### src/rtl/aig_truth_table_sweeper.sv
`default_nettype none
// ============================================================================
// aig_truth_table_sweeper
//   Drives all 16 input vectors into a 4-input combinational AIG, captures z
//   per vector and compares the captured table against a golden truth table.
// Revision: 1.0
// ============================================================================
module aig_truth_table_sweeper #(
    parameter int SETTLE = 1
) (
    input  logic        clk,
    input  logic        rst_n,
    input  logic        start_i,
    input  logic        abort_i,
    input  logic [15:0] expected_i,
    input  logic        z_i,
    output logic        x1_o,
    output logic        x2_o,
    output logic        x3_o,
    output logic        x4_o,
    output logic        busy_o,
    output logic        done_o,
    output logic [15:0] truth_o,
    output logic [4:0]  mismatch_cnt_o,
    output logic        err_valid_o,
    output logic [3:0]  first_err_o
);

    typedef enum logic [1:0] {
        ST_IDLE = 2'd0,
        ST_HOLD = 2'd1,
        ST_DONE = 2'd2
    } state_t;

    localparam logic [3:0] SETTLE_C = 4'(SETTLE);

    state_t      state_q, state_d;
    logic [15:0] exp_q,   exp_d;
    logic [15:0] truth_q, truth_d;
    logic [4:0]  cnt_q,   cnt_d;
    logic        errv_q,  errv_d;
    logic [3:0]  ferr_q,  ferr_d;
    logic [3:0]  idx_q,   idx_d;
    logic [3:0]  hold_q,  hold_d;
    logic        busy_q,  busy_d;
    logic        done_q,  done_d;

    // idx_q doubles as the driven vector; it is forced to zero outside a sweep
    always_comb begin
        state_d = state_q;
        exp_d   = exp_q;
        truth_d = truth_q;
        cnt_d   = cnt_q;
        errv_d  = errv_q;
        ferr_d  = ferr_q;
        idx_d   = idx_q;
        hold_d  = hold_q;
        busy_d  = busy_q;
        done_d  = 1'b0;

        case (state_q)
            ST_IDLE: begin
                if (start_i && !abort_i) begin
                    state_d = ST_HOLD;
                    exp_d   = expected_i;
                    truth_d = 16'd0;
                    cnt_d   = 5'd0;
                    errv_d  = 1'b0;
                    ferr_d  = 4'd0;
                    idx_d   = 4'd0;
                    hold_d  = SETTLE_C;
                    busy_d  = 1'b1;
                end
            end
            ST_HOLD: begin
                if (abort_i) begin
                    state_d = ST_IDLE;
                    busy_d  = 1'b0;
                    idx_d   = 4'd0;
                end else if (hold_q != 4'd0) begin
                    hold_d = hold_q - 4'd1;
                end else begin
                    truth_d[idx_q] = z_i;
                    if (z_i != exp_q[idx_q]) begin
                        cnt_d = cnt_q + 5'd1;
                        if (!errv_q) begin
                            errv_d = 1'b1;
                            ferr_d = idx_q;
                        end
                    end
                    if (idx_q == 4'd15) begin
                        state_d = ST_DONE;
                        busy_d  = 1'b0;
                        done_d  = 1'b1;
                        idx_d   = 4'd0;
                    end else begin
                        idx_d  = idx_q + 4'd1;
                        hold_d = SETTLE_C;
                    end
                end
            end
            ST_DONE: begin
                state_d = ST_IDLE;
            end
            default: begin
                state_d = ST_IDLE;
                busy_d  = 1'b0;
                idx_d   = 4'd0;
            end
        endcase
    end

    always_ff @(posedge clk or negedge rst_n) begin
        if (!rst_n) begin
            state_q <= ST_IDLE;
            exp_q   <= 16'd0;
            truth_q <= 16'd0;
            cnt_q   <= 5'd0;
            errv_q  <= 1'b0;
            ferr_q  <= 4'd0;
            idx_q   <= 4'd0;
            hold_q  <= 4'd0;
            busy_q  <= 1'b0;
            done_q  <= 1'b0;
        end else begin
            state_q <= state_d;
            exp_q   <= exp_d;
            truth_q <= truth_d;
            cnt_q   <= cnt_d;
            errv_q  <= errv_d;
            ferr_q  <= ferr_d;
            idx_q   <= idx_d;
            hold_q  <= hold_d;
            busy_q  <= busy_d;
            done_q  <= done_d;
        end
    end

    assign x1_o           = idx_q[3];
    assign x2_o           = idx_q[2];
    assign x3_o           = idx_q[1];
    assign x4_o           = idx_q[0];
    assign busy_o         = busy_q;
    assign done_o         = done_q;
    assign truth_o        = truth_q;
    assign mismatch_cnt_o = cnt_q;
    assign err_valid_o    = errv_q;
    assign first_err_o    = ferr_q;

endmodule
`default_nettype wire

### config.mk
export PLATFORM = sky130hd
export DESIGN_NAME = aig_truth_table_sweeper
export DESIGN_NICKNAME = d
export VERILOG_FILES = /design/src/rtl/aig_truth_table_sweeper.sv
export SDC_FILE = /design/constraint.sdc
export NUM_CORES = 1
export LEC_CHECK = 0
export BUFFER_PORTS_ARGS = -buffer_cell sky130_fd_sc_hd__buf_2
export CELL_PAD_IN_SITES_DETAIL_PLACEMENT = 1
export CELL_PAD_IN_SITES_GLOBAL_PLACEMENT = 1
export CORE_ASPECT_RATIO = 0.5
export CORE_MARGIN = 5
export CORE_UTILIZATION = 45
export DETAILED_ROUTE_END_ITERATION = 16
export GPL_TIMING_DRIVEN = 0
export PLACE_DENSITY = 0.88
export SYNTH_ARGS = -nofsm -noshare
export SYNTH_HDL_FRONTEND = slang
export SYNTH_SLANG_ARGS = --single-unit
### constraint.sdc
create_clock -name clk -period 3.7 [get_ports clk]
set_input_delay 0.185 -clock clk [delete_from_list [all_inputs] [get_ports clk]]
set_output_delay 0.185 -clock clk [all_outputs]
set_load 0.01 [all_outputs]
# Word-level counts from Yosys, hierarchy flattened

Cells that the tools add are included.

Add/subtract/negate cells: 3
$lt $le $gt $ge: 2
Equal/unequal tests: 12
Muxes and demuxes: 48
Bitwise logic cells: 1
Reductions and logical operators: 14

Operator list:

| cell                | count |
|---|---|
| $mux 16             | 3 |
| $mux 4              | 12 |
| $pmux 16 s2         | 1 |
| $mux 5              | 4 |
| $bwmux 16           | 1 |
| $pmux 4 s2          | 2 |
| $mux 1              | 14 |
| $pmux 4 s3          | 1 |
| $reduce_and 4->1    | 3 |
| $ne 2x2->1 const B  | 5 |
| $pmux 5 s2          | 1 |
| $ne 3x3->1 const B  | 3 |
| $mux 2              | 4 |
| $reduce_and 3->1    | 2 |
| $reduce_and 6->1    | 1 |
| $add 5x1->5 const B | 1 |
| $lt 4x5->1 const B  | 1 |
| $reduce_and 5->1    | 1 |
| $add 4x1->4 const B | 1 |
| $bmux 1 s4          | 1 |
| $demux 1 s4         | 1 |
| $eq 4x4->1 const B  | 1 |
| $ge 4x1->1 const B  | 1 |
| $pmux 2 s2          | 1 |
| 13 further kinds    | 14 |

Register bits: 54
Bits of input ports: 21
Output and inout port bits: 32
Logic and storage cells: 90

# Longest topological paths before layout

Depth in word-level cells: 8
Gate-level depth with buffers: 8
Depth with buffers taken out: 7

# Worst setup path after synthesis

OpenSTA, ideal clock, no wires.

Path kind: register to register
Start: register idx_q[0]
End: register ferr_q[0], in the netlist first_err_o[0]
Setup time: 0.122 ns
Arrival: 1.999 ns
Data required time: 3.578 ns
Path slack: 1.580 ns
Stages on the path, launching flop included: 8
Buffers on the path: 2
Period minus slack after synthesis: 2.120 ns
Path through: dfrtp_1 -> buf_6 -> mux4_2 -> a22oi_2 -> a21oi_2 -> o31a_1 -> buf_6 -> a32o_1

Word-level cells in the longest chain between the ends: 5
Elaborated cells between the ends (all ways): 10
Classes of those cells: eq/ne: 2; mux: 7; reduce/logical: 1

Ends and longest elaborated chain:

| element                                                         | RTL line | source |
|---|---|---|
| from (decl)                                                     | 43       | `logic [3:0] idx_q, idx_d;` |
| from (signal assigned)                                          | 132      | `idx_q <= idx_d;` |
| $bmux 1 s4 or $mux 4 (tied branches)                            | 84, 86   |  |
| $mux 1 (implied by the code) or $mux 4 (tied branches)          | 84       | `if (z_i != exp_q[idx_q]) begin` |
| $ne 1x1->1 or $mux 4 (tied branches)                            | 84, 80   |  |
| $ne 2x2->1 (no source line) or $mux 4 (tied branches)           | n/a      |  |
| $reduce_and 6->1 (no source line) or $pmux 4 s2 (tied branches) | n/a      |  |
| to (signal assigned)                                            | 131      | `ferr_q <= ferr_d;` |
| to (decl)                                                       | 42       | `logic [3:0] ferr_q, ferr_d;` |

Parallel ways exist; a longest one is shown, timed or not. The select of a mux whose other input is x is not followed.
A chain may end at the register's enable or synchronous reset.

# Worst setup path after layout

Start: register hold_q[1]
End: register truth_q[8], in the netlist truth_o[8]

Word-level cells in the longest chain between the ends: 3

Ends and longest elaborated chain:

| element                           | RTL line | source |
|---|---|---|
| from (decl)                       | 44       | `logic [3:0] hold_q, hold_d;` |
| from (signal assigned)            | 133      | `hold_q <= hold_d;` |
| $reduce_bool 4->1                 | 80       | `end else if (hold_q != 4'd0) begin` |
| $ne 2x2->1 (no source line)       | n/a      |  |
| $reduce_and 4->1 (no source line) | n/a      |  |
| to (signal assigned)              | 128      | `truth_q <= truth_d;` |
| to (decl)                         | 39       | `logic [15:0] truth_q, truth_d;` |

No other way between the ends.

==> metrics <==
critical path class=reg -> reg; part of the Yosys area used for sequential elements=0.518; Seq pwr share=0.465; Routed WL=~7500 µm; Pint=between 1 and 1.5 mW; Antenna Nets Post-Route=0; total power=~1.6 mW; Via Count=2181; combinational share of power=0.239; core area=roughly 0.0055 mm²; Crit Path Max Fanout=7; Max Cap Violations=0; drt via density=5.74; clock slew at reported path FFs=about 0.070 ns; commonest non-fill, non-tap cell in the layout=dfrtp_1; ranking of synthesized cells by area=dfrtp_1 52%, o21ai_0 8.8%, mux2_2 6.9%, a21oi_1 3.8%, ha_1 3.4%; Syn Nets=approximately 270; Setup TNS Final=0 ns; ys async rst share=1.00; Sink Count=between 50 and 60; DRC Markers=0; filler instances=between 600 and 700; I/O pin total=53; Leak Pwr=between 1 and 1.5 nW; Critical Path RT=a little under 4 ns; final hold violation count=0; Tmin final=~2.4 ns; final period utilization=0.661; All-Layer GR Usage=0.206; Overflow after GRT=0; post-cts gate resize count=0; vias in the first global route=roughly 2400; max_slew headroom=0.462; initial antenna violation count=0; clock share of power=0.296; Starting Density=0.471; Psw=0.510 mW; Netlist cell types=37; synth warn=0; Pre-antenna DRT Iters=4; number of enable flip-flop cells after synthesis=0; dominant register cell in the synthesized netlist=dfrtp_1; critical path startpoint category=register; hold_sp=expected_i[15]; Worst setup EP type=register; Setup crit start=hold_q[1]; postcts setup bufs=0; status=finished, final reports clean; pin count of the biggest net entering global routing=55; Num CTS Buffers=5; CTS Hold Bufs=0; commonest cells after routing, fill and taps aside=54 x dfrtp_1, 53 x buf_2, 46 x o21ai_0; worst-skew pair later-pin latency=~0.3 ns; average wire per standard cell=~20 µm; fraction of layout cells with a size suffix above 1=0.283; Longest Clk Path Bufs=2; register bit total from synthesis=54; Slew Viols, Final=0; Worst Clk Skew=around 0.0086 ns; die area=0.00751 mm²; # rows=19; first-pass GRT wire length=around 13000 µm; Max H-tree Level=2; power per cell area=around 500 mW/mm²; final antenna diode count=0; Sw Ratio=0.319; syn_area_per_cell=around 11 µm²; Peak VDD IR=0.000238 V; Fmax=409 MHz; starting DRC count in detailed routing=roughly 150; cells after synthesis=between 200 and 250; top cell type by total area after synthesis=dfrtp_1; dpl hpwl=around 5300 µm; Root Driver=clkbuf_16; hold crit path type=in -> reg; worst reg2reg startpoint=hold_q[1]; Die H=63.8 µm; Port-buffer cells=52; Yosys top cell area share=0.518; DIE WIDTH=approximately 120 µm; GPL Wtd Cong=a little over 0.8; fin nets=between 300 and 400; unrepaired setup endpoints after global routing=no; mapped cell area=between 0.002 and 0.003 mm²; worst-margin pin slew=~0.8 ns; setup violators final=0; TritonCTS clock tree=yes; CP arrival=roughly 2.6 ns; area grow syn2layout=19.6%
-- area by class of cell --
| cell class | count | area, µm² | share of cell area |
|---|---|---|---|
| buffer | 12 | 66.3 | 0.0213 |
| clock buffer | 5 | 125 | 0.0401 |
| tap | 73 | 91.3 | 0.0293 |
| timing repair buffer | 53 | 273 | 0.0875 |
| multi-input combinational | 168 | 1140 | 0.367 |
| sequential | 54 | 1350 | 0.434 |
| inverter | 12 | 45.0 | 0.0145 |
| clock inverter | 3 | 21.3 | 0.00682 |
-- cells by family (layout without fill, tap and decap cells) --
kind of cell               count (synthesis)  count (layout)  share of synthesized area
AOI/OAI and AO/OA                         86              86                      0.191
buffers and inverters                     24              85                     0.0427
muxes                                     22              22                      0.114
and+or+nand+nor                           53              53                      0.100
DFF                                       54              54                      0.518
adders and majority gates                  7               7                     0.0336
-- cells in the mapped netlist, drive strengths merged, types with 3 or more instances --
master  number
dfrtp       54
o21ai       48
a21oi       21
mux2        16
nor2        14
nand2       12
inv         11
ha           7
buf          6
clkbuf       6
nand3        6
a22oi        5
and3         5
mux4         4
nand2b       4
a211oi       3
a32o         3
nor2b        3
nor3         3
o31ai        3
-- metal layers --
layer  global-route usage  wire, µm
met5                    0         0
met3               0.0467       295
met2                0.346      3650
met4               0.0887       176
met1                0.261      3360
-- critical path, cell delays in order (launching register included) --
cell     delay [ns]
dfrtp_1        0.39
inv_1          0.12
ha_1           0.17
nor3b_1        0.67
and3_1         0.39
and2_1         0.24
nand2_1        0.15
o21ai_0        0.22
-- state kept, by name, summed over array words and instances, names as in the netlist --
name and count:
state_q 2, exp_q 16, busy_o 1, truth_o 16, err_valid_o 1, done_o 1
first_err_o 4, mismatch_cnt_o 5, hold_q 4, idx_q 4
-- power groups by stage --
| stage | combinational, mW | sequential, mW | clock [mW] |
|---|---|---|---|
| 5_1_grt | 0.418 | 0.758 | 0.509 |
| 4_1_cts | 0.382 | 0.744 | 0.480 |
| 2_1_floorplan | 0.229 | 0.751 | 0 |
| 6_report | 0.382 | 0.744 | 0.474 |
| 3_3_place_gp | 0.349 | 0.744 | 0 |
| 3_5_place_dp | 0.372 | 0.753 | 0 |
-- through the flow --
step / hold WS (ns) / area, µm² / std cells / worst slack (ns) / util
6_report: 0.118 / 3120 / 380 / 1.25 / 0.563
2_1_floorplan: -0.111 / 2610 / 246 / 1.58 / -
5_1_grt: 0.115 / 3120 / 380 / 1.13 / 0.563
4_1_cts: 0.117 / 3100 / 379 / 1.27 / 0.560
3_3_place_gp: 0.417 / 2960 / 371 / 1.45 / 0.534
3_5_place_dp: 0.424 / 2960 / 371 / 1.38 / 0.534
-- final timing paths --
| kind | cells past startpoint | slack, ns | end |
|---|---|---|---|
| worst min-delay path | 2 | 0.12 | exp_q[15] |
| min in group asynchronous | 2 | 0.48 | exp_q[10] |
| worst min register to register | 1 | 0.51 | exp_q[3] |
| worst max-delay path | 7 | 1.25 | truth_o[8] |
| worst max register to register | 7 | 1.25 | truth_o[8] |
| max in group asynchronous | 2 | 2.77 | truth_o[8] |
Note: power is estimated with default switching activity, not from simulation.
